<file path="src/rtl/slot_gfx_pkg.sv">
// Shared types and constants for the slot-machine graphics blocks.
// Reel renderers and the compositor use these to agree on pixel format and reel state.
package slot_gfx_pkg;

  typedef logic [15:0] rgb565_t;

  localparam rgb565_t KEY_RGB_DEFAULT = 16'hF81F;
  localparam rgb565_t BG_RGB_DEFAULT  = 16'h0000;

  localparam int unsigned SPRITE_DIM      = 16;
  localparam int unsigned SPRITE_DIM_LOG2 = 4;

  typedef enum logic [1:0] {
    IDLE  = 2'd0,
    SPIN  = 2'd1,
    ALIGN = 2'd2
  } reel_state_t;

  function automatic logic [3:0] offset_inc(input logic [3:0] value);
    return value + 4'd1;
  endfunction

endpackage

</file>
<file path="src/rtl/reel_spin_ctrl.sv">
// Reel spin controller: advances the vertical scroll offset once per frame
// and lands the reel on a symbol boundary after a stop request.
module reel_spin_ctrl
  import slot_gfx_pkg::*;
(
  input  logic       clk,
  input  logic       reset_n,
  input  logic       frame_tick,
  input  logic       spin_start,
  input  logic       stop_req,
  output logic [3:0] offset,
  output logic       busy,
  output logic       settled
);

  reel_state_t state_r;
  logic [3:0]  offset_r;
  logic        busy_r;
  logic        settled_r;
  logic [3:0]  offset_next_s;

  // Wrapped next scroll position, only committed on a frame tick.
  always_comb begin
    offset_next_s = offset_inc(offset_r);
  end

  // Spin FSM with registered offset, busy and settled.
  always_ff @(posedge clk or negedge reset_n) begin
    if (!reset_n) begin
      state_r   <= IDLE;
      offset_r  <= 4'd0;
      busy_r    <= 1'b0;
      settled_r <= 1'b0;
    end else begin
      settled_r <= 1'b0;
      case (state_r)
        IDLE: begin
          if (spin_start) begin
            state_r <= SPIN;
            busy_r  <= 1'b1;
          end
        end
        SPIN: begin
          if (frame_tick) begin
            offset_r <= offset_next_s;
          end
          // A boundary reached on the stop cycle itself does not land the reel.
          if (stop_req) begin
            state_r <= ALIGN;
          end
        end
        ALIGN: begin
          if (frame_tick) begin
            offset_r <= offset_next_s;
            if (offset_next_s == 4'd0) begin
              state_r   <= IDLE;
              busy_r    <= 1'b0;
              settled_r <= 1'b1;
            end
          end
        end
        default: begin
          state_r <= IDLE;
          busy_r  <= 1'b0;
        end
      endcase
    end
  end

  assign offset  = offset_r;
  assign busy    = busy_r;
  assign settled = settled_r;

endmodule

</file>
<file path="src/rtl/reel_sprite_reader.sv">
// Reel window sprite reader: maps screen coordinates to sprite ROM addresses
// and returns colour-keyed pixels three cycles after they are presented.
module reel_sprite_reader
  import slot_gfx_pkg::*;
#(
  parameter logic [9:0]  X0         = 10'd288,
  parameter logic [9:0]  Y0         = 10'd208,
  parameter int unsigned SCALE_LOG2 = 2,
  parameter rgb565_t     KEY_RGB    = KEY_RGB_DEFAULT,
  parameter rgb565_t     BG_RGB     = BG_RGB_DEFAULT
) (
  input  logic        clk,
  input  logic        reset_n,
  input  logic        px_valid,
  input  logic [9:0]  px_x,
  input  logic [9:0]  px_y,
  input  logic        frame_tick,
  input  logic        spin_start,
  input  logic        stop_req,
  output logic [7:0]  rom_addr,
  input  logic [15:0] rom_rgb,
  output logic        out_valid,
  output logic        out_hit,
  output logic [15:0] out_rgb,
  output logic        busy,
  output logic        settled
);

  localparam logic [10:0] WIN_SIZE = 11'(SPRITE_DIM << SCALE_LOG2);

  logic [3:0]  offset_s;
  logic [10:0] dx_s;
  logic [10:0] dy_s;
  logic        in_win_s;
  logic [3:0]  col_s;
  logic [3:0]  row_s;
  logic [7:0]  addr_s;
  logic        hit_s;
  rgb565_t     rgb_s;

  logic [7:0]  rom_addr_r;
  logic        s1_valid_r;
  logic        s1_in_r;
  logic        s2_valid_r;
  logic        s2_in_r;
  logic        out_valid_r;
  logic        out_hit_r;
  rgb565_t     out_rgb_r;

  reel_spin_ctrl u_spin (
    .clk        (clk),
    .reset_n    (reset_n),
    .frame_tick (frame_tick),
    .spin_start (spin_start),
    .stop_req   (stop_req),
    .offset     (offset_s),
    .busy       (busy),
    .settled    (settled)
  );

  // Window membership via 11-bit differences: bit 10 is the borrow for coordinates left of/above the window.
  always_comb begin
    dx_s     = {1'b0, px_x} - {1'b0, X0};
    dy_s     = {1'b0, px_y} - {1'b0, Y0};
    in_win_s = px_valid && !dx_s[10] && !dy_s[10]
               && (dx_s < WIN_SIZE) && (dy_s < WIN_SIZE);
    col_s    = 4'(dx_s[9:0] >> SCALE_LOG2);
    row_s    = 4'(dy_s[9:0] >> SCALE_LOG2) + offset_s;
    if (in_win_s) begin
      addr_s = {row_s, col_s};
    end else begin
      addr_s = 8'h00;
    end
  end

  // Colour key applied to the ROM word aligned with stage-2 flags.
  always_comb begin
    hit_s = s2_in_r && (rom_rgb != KEY_RGB);
    if (hit_s) begin
      rgb_s = rom_rgb;
    end else begin
      rgb_s = BG_RGB;
    end
  end

  // Address register and flag pipeline that tracks the ROM read latency.
  always_ff @(posedge clk or negedge reset_n) begin
    if (!reset_n) begin
      rom_addr_r  <= 8'h00;
      s1_valid_r  <= 1'b0;
      s1_in_r     <= 1'b0;
      s2_valid_r  <= 1'b0;
      s2_in_r     <= 1'b0;
      out_valid_r <= 1'b0;
      out_hit_r   <= 1'b0;
      out_rgb_r   <= BG_RGB;
    end else begin
      rom_addr_r  <= addr_s;
      s1_valid_r  <= px_valid;
      s1_in_r     <= in_win_s;
      s2_valid_r  <= s1_valid_r;
      s2_in_r     <= s1_in_r;
      out_valid_r <= s2_valid_r;
      out_hit_r   <= hit_s;
      out_rgb_r   <= rgb_s;
    end
  end

  assign rom_addr  = rom_addr_r;
  assign out_valid = out_valid_r;
  assign out_hit   = out_hit_r;
  assign out_rgb   = out_rgb_r;

endmodule

</file>
<file path="config.mk">
export PLATFORM = sky130hd
export DESIGN_NAME = reel_sprite_reader
export DESIGN_NICKNAME = d
export VERILOG_FILES = /design/src/rtl/slot_gfx_pkg.sv /design/src/rtl/reel_spin_ctrl.sv /design/src/rtl/reel_sprite_reader.sv
export SDC_FILE = /design/constraint.sdc
export NUM_CORES = 1
export LEC_CHECK = 0
export ABC_AREA = 1
export BUFFER_PORTS_ARGS = -buffer_cell sky130_fd_sc_hd__buf_2
export CAP_MARGIN = 20
export CORE_UTILIZATION = 52
export CTS_CLUSTER_DIAMETER = 200
export DETAILED_ROUTE_END_ITERATION = 10
export GPL_TIMING_DRIVEN = 0
export PLACE_DENSITY = 0.84
export SLEW_MARGIN = 20
export SYNTH_ARGS = -nofsm -noshare
export SYNTH_HDL_FRONTEND = slang
export SYNTH_HIERARCHICAL = 1
export SYNTH_SLANG_ARGS = --single-unit
</file>
<file path="constraint.sdc">
create_clock -name clk -period 3 [get_ports clk]
set_input_delay 0.6 -clock clk [delete_from_list [all_inputs] [get_ports clk]]
set_output_delay 0.6 -clock clk [all_outputs]
set_load 0.005 [all_outputs]
</file>
### After elaboration in Yosys (flattened, before gate mapping)

Cells that the tools add are included.

| cells by class | value |
|---|---|
| add/subtract/negate cells | 4 |
| magnitude comparators | 2 |
| eq/ne operators | 7 |
| mux-type cells | 14 |
| bitwise logic cells | 1 |
| reduce and logical (&&, ||, !) cells | 13 |

Operators by type and width:

| kind | number |
|---|---|
| < comparator 11 x 7 -> 1 bit, second input constant | 2 |
| two-way mux 16 bit | 1 |
| != test 16 bit, second input constant | 1 |
| subtractor 10 x 8 -> 11 bit, second input constant | 1 |
| subtractor 10 x 9 -> 11 bit, second input constant | 1 |
| two-way mux 2 bit | 4 |
| two-way mux 8 bit | 1 |
| AND reduction 4 bit | 2 |
| two-way mux 1 bit | 6 |
| != test 2 bit, second input constant | 3 |
| one-hot mux 2 bit (3 select lines) | 1 |
| logical AND 1 bit | 5 |
| adder 4 x 1 -> 4 bit, second input constant | 1 |
| adder 4 bit | 1 |
| zero test 4 bit | 1 |
| one-hot mux 1 bit (3 select lines) | 1 |
| == test 2 x 1 -> 1 bit, second input constant | 1 |
| == test 2 bit, second input constant | 1 |
| zero test 1 bit | 2 |
| zero test 2 bit | 1 |
| != test 2 x 1 -> 1 bit, second input constant | 1 |
| AND reduction 2 bit | 1 |
| OR reduction 2 bit | 1 |
| NOT 1 bit | 1 |

| storage, ports and cells | value |
|---|---|
| flip-flop bits (word level) | 38 |
| input bits | 42 |
| output and inout port bits | 28 |
| word-level logic and storage cells | 53 |

### Logic depth before layout (Yosys ltp)

Gate-level depths: netlist (run 1).

| depth | value |
|---|---|
| depth after elaboration | 7 |
| mapped depth | 10 |
| depth with buffers taken out | 10 |

### By module

The synthesis (run 1) kept the hierarchy.

By module, submodules not included:

| module | instances | cells an instance | area an instance (sq um) | sequential area each (sq um) |
|---|---|---|---|---|
| reel_sprite_reader | 1 | 152 | 1335.0 | 750.7 |
| reel_spin_ctrl | 1 | 61 | 521.8 | 200.2 |

### Worst setup path before layout (run 1)

OpenSTA, ideal clock, no wires.

| timing path | value |
|---|---|
| path kind | in2reg |
| start | in px_y[2] |
| end | reg rom_addr_r[6] (netlist: rom_addr[6]) |
| library setup time | 0.120 ns |
| data arrival time | 1.376 ns |
| required time | 2.880 ns |
| setup slack | 1.504 ns |
| stages | 5 |
| path buffers | 0 |
| cell sequence | ha_1 inv_1 fa_1 xor2_1 nor2_2 |

| between the ends | value |
|---|---|
| word-level cells in the longest chain between the ends | 6 |
| elaborated cells between the ends (all ways) | 8 |
| classes of those cells | add/sub: 2; order compare: 1; mux: 1; reduce/logical: 4 |

RTL lines:

| item | RTL line | source |
|---|---|---|
| from (decl) | reel_sprite_reader.sv:16 | `input logic [9:0] px_y,` |
| subtractor 10 x 8 -> 11 bit * | reel_sprite_reader.sv:64 | `dy_s = {1'b0, px_y} - {1'b0, Y0};` |
| branches (longest 4 deep; another with < comparator 11 x 7 -> 1 bit) | - |  |
| two-way mux 8 bit * | reel_sprite_reader.sv:69 | `if (in_win_s) begin` |
| via addr_s[6] | reel_sprite_reader.sv:37 | `logic [7:0] addr_s;` |
| to (signal assigned) | reel_sprite_reader.sv:98 | `rom_addr_r <= addr_s;` |
| to (decl) | reel_sprite_reader.sv:41 | `logic [7:0] rom_addr_r;` |

Mark *: on every way through the listed nets, which the timed path passes.
A chain may end at the register's enable or synchronous reset.

### Worst setup path after layout (run 1)

| timing path | value |
|---|---|
| start | reg u_spin.offset_r[0] (netlist: u_spin/offset[0]) |
| end | reg rom_addr_r[6] (netlist: rom_addr[6]) |

| between the ends | value |
|---|---|
| word-level cells in the longest chain between the ends | 2 |

RTL lines:

| item | RTL line | source |
|---|---|---|
| from (decl) | reel_spin_ctrl.sv:17 | `logic [3:0] offset_r;` |
| from (signal assigned) | reel_spin_ctrl.sv:45 | `offset_r <= offset_next_s;` |
| from (signal assigned) | reel_spin_ctrl.sv:54 | `offset_r <= offset_next_s;` |
| adder 4 bit | reel_sprite_reader.sv:68 | `row_s = 4'(dy_s[9:0] >> SCALE_LOG2) + offset_s;` |
| two-way mux 8 bit | reel_sprite_reader.sv:69 |  |
| via addr_s[6] | reel_sprite_reader.sv:37 |  |

The timed path passes the listed nets, and every way through them passes these cells.

==> impl_metrics.tcl, run 1 <==
set metrics [dict create \
    status "finished clean" \
    finalSetupTns_ns 0 \
    cts_tree "done" \
    maxSlewHeadroom 0.474 \
    yosysUniqueCellTypes 21 \
    syn_area_um2 1860 \
    seqCellArea_um2 951 \
    dp_hpwl_um 2710 \
    p_per_area_nw_per_um2 604 \
    post-route-period-util 0.502 \
    path_max_fanout 6 \
    synthArstFlopShare 1.00 \
    io_pins 70 \
    area_delta_synth_final_pct 24.7 \
    synthCells 213 \
    num_rows 21 \
    grt_setup_unrepaired "no" \
    multi_input_area_um2 713 \
    timing.hold.ws_ns 0.341 \
    synth_ff_type "dfrtp_1" \
    antenna_found_initial 0 \
    cts_resized 0 \
    grt_max_degree 39 \
    io_buffers 65 \
    place_congestion 0.782 \
    final_antenna_net_count 0 \
    die_h_um 61.8 \
    hold_viol 0 \
    diodes 0 \
    vias 1491 \
    clkSinkCount 38 \
    drc 0 \
    max_slew.worst_pin.slew_ns 0.789 \
    required_ns 3.22 \
    clock_path_buffers 2 \
    overflow 0 \
    min_period_ns 1.51 \
    grt_pass1_wl_um 5150 \
    synth_warnings 6 \
    grtUsageTotal 0.188 \
    synth_nets 268 \
    hp-class "in2async" \
    dieArea_um2 3810 \
    ir_drop_mv 0.437 \
    nFillCells 259 \
    clk_transition_reported_paths_ns 0.10 \
    htreeDepth 2 \
    wirelength_um 3380 \
    drt-initial-drc-count 35 \
    wl_per_cell_um 10.2 \
    avgSynthCellArea_um2 8.72 \
    clock_latency_ns 0.33 \
    end_kind "register" \
    clockRootBuffer "clkbuf_4" \
    synth_top_area_frac 0.512 \
    drive_gt1_frac 0.318 \
    timing.fmax_ghz 0.664 \
    cts_hold_buf 0 \
    synth_area_leader_cell "dfrtp_1" \
    p_leak_nw 1.48 \
    synth_edf_count 0 \
    cts_setup_buffers 0 \
    start_util 0.548 \
    cp.arrival_ns 1.73 \
    synth_commonest_cells "48 x inv_1, 45 x nand2_1, 38 x dfrtp_1" \
    finalMaxSlewViolations 0 \
    maxCapViolations 0 \
    numCtsBuffers 5 \
    die_w_um 61.8 \
    first_global_vias 1292 \
    nets 340 \
    netlist_top_cells_area "dfrtp_1 51%, inv_1 9.7%, nand2_1 9.1%" \
    via_per_inst 4.49 \
    yosysSeqAreaShare 0.512 \
    crit_path_start_kind "register" \
    skew_ns 0.00635 \
    synth_most_common_cell "inv_1" \
    critPathKind "reg2reg" \
    setup_viol 0 \
    synth_seq_cells 38 \
    core_um2 3390 \
    drt_pre_antenna_iters 4 \
]
sequential cells by signal, summed over array words and instances (netlist names), 2 cells and up:
register / cells
out_rgb: 16
u_spin/offset: 4
u_spin/state_r: 2
rom_addr: 8
power breakdown:
part | total, mW | switching, mW | internal (mW)
Combinational | 0.457 | 0.272 | 0.185
Clock | 0.326 | 0.149 | 0.177
Sequential | 0.616 | 0.0566 | 0.559
Total | 1.40 | 0.478 | 0.921
final timing paths:
check	start	endpoint	slack [ns]	cells past startpoint
worst max-delay path	u_spin/offset[0]	rom_addr[6]	1.49	5
worst min-delay path	reset_n	out_rgb[6]	0.34	1
worst max register to register	u_spin/offset[0]	rom_addr[6]	1.49	5
worst min register to register	s1_valid_r	s2_valid_r	0.36	0
max in group asynchronous	reset_n	out_rgb[3]	2.15	1
min in group clk	s1_valid_r	s2_valid_r	0.36	0
cells in the final DEF (no fill, tap or decap):
cell type	count
o22ai_2	1
bufinv_16	1
nand3b_1	2
fa_1	1
clkbuf_4	5
inv_1	48
nand4_1	4
dfrtp_1	38
o21ai_0	3
nand2_1	45
nand2_2	8
nor2_4	2
nor3_4	1
clkbuf_1	2
nor2_1	28
buf_2	66
nor3_1	2
nor2_2	3
ha_1	12
nand3_1	7
nand2_4	2
xor2_1	1
xnor2_1	2
inv_2	2
per-stage QoR:
step | total power [mW] | cells | setup slack (ns) | utilization | area, um^2
finish | 1.40 | 332 | 1.49 | 0.683 | 2310
floorplan | 0.954 | 213 | 1.50 | - | 1860
global route | 1.51 | 332 | 1.41 | 0.683 | 2310
detailed placement | 1.08 | 324 | 1.30 | 0.661 | 2240
global placement | 1.05 | 324 | 1.35 | 0.661 | 2240
CTS | 1.41 | 332 | 1.49 | 0.683 | 2310
layer usage:
metal  routed length [um]  share of wire  global-route usage
met5                    0              0                   0
met1                 1400           0.41               0.203
met2                 1790           0.53               0.346
met3                  197          0.058              0.0663
met4                    0              0              0.0571
logic make-up (layout without fill, tap and decap cells):
kind of cell    count (synthesis)  count (layout)  share of synthesized area
simple gates                  104             104                      0.263
buf+inv                        51             124                      0.104
flops                          38              38                      0.512
fa+ha+maj                      13              13                     0.0916
compound gates                  4               4                     0.0148
xor+xnor                        3               3                     0.0142
worst max-delay path, cell delays in order (launching register included):
cell,delay (ns)
dfrtp_1,0.49
ha_1,0.21
inv_1,0.05
fa_1,0.38
xor2_1,0.21
nor2_2,0.06
area by class of cell:
class                   count  share of cell area
flip-flops and latches     38               0.411
clock buffers               7              0.0195
clock inverters             1              0.0130
inverters                  50              0.0811
multi-input cells         124               0.308
well taps                  46              0.0249
repair buffers             65               0.141
plain buffers               1             0.00216
Power figures use the tool's default switching activity.
==> run 2, diff against run 1 <==
--- a/config.mk
+++ b/config.mk
@@ -8,11 +8,11 @@
 export ABC_AREA = 1
 export BUFFER_PORTS_ARGS = -buffer_cell sky130_fd_sc_hd__buf_2
 export CAP_MARGIN = 20
-export CORE_UTILIZATION = 52
+export CORE_UTILIZATION = 48
 export CTS_CLUSTER_DIAMETER = 200
 export DETAILED_ROUTE_END_ITERATION = 10
 export GPL_TIMING_DRIVEN = 0
-export PLACE_DENSITY = 0.84
+export PLACE_DENSITY = 0.78
 export SLEW_MARGIN = 20
 export SYNTH_ARGS = -nofsm -noshare
 export SYNTH_HDL_FRONTEND = slang
==> constraint.sdc (replaced) <==
create_clock -name clk -period 1.5 [get_ports clk]
set_input_delay 0.3 -clock clk [delete_from_list [all_inputs] [get_ports clk]]
set_output_delay 0.3 -clock clk [all_outputs]
set_load 0.005 [all_outputs]
==> run 2 against run 1 <==
Sequential share of layout area about the same; non-clock buffer count unchanged; hold slack got worse by 0.24 ns; worst setup slack got worse by 1.4 ns; fmax increased by 8.0%; count of clock-buffer cells in the layout decreased by 2; register-to-register slack got worse by 1.4 ns; power increased by 98%; flip-flop and latch count unchanged; first-iteration DRC count increased by 86%; clock skew decreased by 0.0020 ns.
==> impl_metrics.tcl, run 2 (synthesis gave the netlist of run 1 again) <==
set metrics [dict create \
    status "finished clean" \
    vias 1488 \
    via_per_inst 4.47 \
    maxCapViolations 0 \
    final_cell_mix "66 x buf_2, 48 x inv_1, 45 x nand2_1" \
    slowest_stage "dfrtp_2" \
    die_h_um 64.2 \
    clk_transition_reported_paths_ns 0.07 \
    hp-class "in2async" \
    nets 340 \
    critPathKind "reg2reg" \
    min_period_ns 1.40 \
    cts_hold_buf 0 \
    post-route-period-util 0.930 \
    wl_per_cell_um 9.90 \
    final_util 0.630 \
    use_met2 0.343 \
    clockRootBuffer "clkbuf_8" \
    power.share.sequential 0.447 \
    antenna_found_initial 0 \
    num_rows 22 \
    htreeDepth 2 \
    finalSetupTns_ns 0 \
    crit_path_start_kind "register" \
    max_slew.worst_pin.slew_ns 0.801 \
    io_buffers 65 \
    overflow 0 \
    required_ns 1.72 \
    mostFrequentLayoutCell "buf_2" \
    timing.fmax_ghz 0.717 \
    diodes 0 \
    maxSlewHeadroom 0.466 \
    p_leak_nw 1.48 \
    skew_ns 0.00433 \
    slowest_delay_ns 0.46 \
    clkSinkCount 38 \
    end_kind "register" \
    drc 0 \
    power_frac_comb 0.321 \
    grt_pass1_wl_um 5670 \
    met3_usage 0.0411 \
    ir_drop_mv 0.689 \
    final_antenna_net_count 0 \
    die_w_um 64.2 \
    path_max_fanout 7 \
    setup_viol 0 \
    p_int_mw 1.81 \
    top_usage_layer "met2" \
    grt_util_met1 0.189 \
    start_util 0.503 \
    setup_ws_ns 0.105 \
    drt_pre_antenna_iters 4 \
    largest_reg_flops 16 \
    finalMaxSlewViolations 0 \
    area_delta_synth_final_pct 25.1 \
    drive_gt1_frac 0.330 \
    grtUsageTotal 0.183 \
    io_pins 70 \
    place_congestion 0.788 \
    power.share.clock 0.232 \
    numCtsBuffers 5 \
    grt_setup_unrepaired "no" \
    cts_tree "done" \
    wirelength_um 3300 \
    hold_viol 0 \
    swShare 0.345 \
    crit_chain "ha_1 -> nand2_1 -> inv_1 -> o21ai_0 -> nand2_1 -> nand2_1 -> nand2_1 -> nor2_1" \
    clock_path_buffers 2 \
    core_um2 3690 \
    first_global_vias 1435 \
    dp_hpwl_um 2600 \
    drt-initial-drc-count 65 \
    clock_latency_ns 0.28 \
    p_per_area_nw_per_um2 1190 \
    dp_slack_ns 0.0721 \
    grt_max_degree 39 \
    crit_top_cell "nand2_1" \
    cp.arrival_ns 1.61 \
    timing.hold.ws_ns 0.101 \
    p_sw_mw 0.954 \
    dieArea_um2 4120 \
]
[run 2: cell count changes in the layout (fill, tap and decap cells not counted), moves of 2 or more]
| cell | delta |
|---|---|
| dfrtp_1 | -2 |
| clkbuf_4 | -5 |
| dfrtp_2 | +2 |
| clkbuf_1 | -2 |
| clkinv_2 | +2 |
| clkbuf_8 | +5 |
[run 2: worst paths after layout]
check                                 start          endpoint  slack (ns)  cells after the start
max reg2reg                u_spin/offset[1]       rom_addr[7]        0.10                      8
min in group clk                   px_valid        s1_valid_r        0.14                      1
max                        u_spin/offset[1]       rom_addr[7]        0.10                      8
min                                 reset_n        out_rgb[1]        0.10                      1
min reg2reg                      s1_valid_r        s2_valid_r        0.35                      0
max in group asynchronous           reset_n  u_spin/offset[1]        0.85                      1
[run 2: power groups by stage]
stage	clock network (mW)	logic (mW)	registers [mW]
after floorplan	0	0.683	1.23
after CTS	0.668	0.893	1.23
after global routing	0.721	1.04	1.26
after global placement	0	0.854	1.24
final	0.641	0.886	1.24
after detailed placement	0	0.890	1.25
[run 2: layer usage]
metal | routed length [um] | part of all wire
met5 | 0 | 0
met3 | 230 | 0.070
met4 | 60 | 0.018
met2 | 1650 | 0.50
met1 | 1360 | 0.41
[run 2: what timing repair did]
action / in CTS / in global routing
gates resized for setup: 0 / 2
setup endpoints to repair: 0 / 5
buffers inserted: 0 / 0
[run 2: cell type report]
cell class / count / area [um^2]
repair buffers: 65 / 325
clock buffers: 5 / 68.8
fillers: 335 / 1370
plain buffers: 1 / 5.00
flip-flops and latches: 38 / 953
well taps: 48 / 60.1
multi-input cells: 124 / 713
inverters: 50 / 188
clock inverters: 2 / 10.0
[run 2: per-stage QoR]
step,cell area [um^2],std cells,power [mW]
floorplan,1860,213,1.91
global placement,2240,326,2.10
detailed placement,2240,326,2.14
CTS,2320,333,2.79
global route,2320,333,3.02
finish,2320,333,2.76
[run 2: critical path: cells and delay by family (launching register included)]
family | cells | cell delay (ns)
flops | 1 | 0.46
simple gates | 5 | 0.33
buf+inv | 1 | 0.03
fa+ha+maj | 1 | 0.29
compound gates | 1 | 0.21
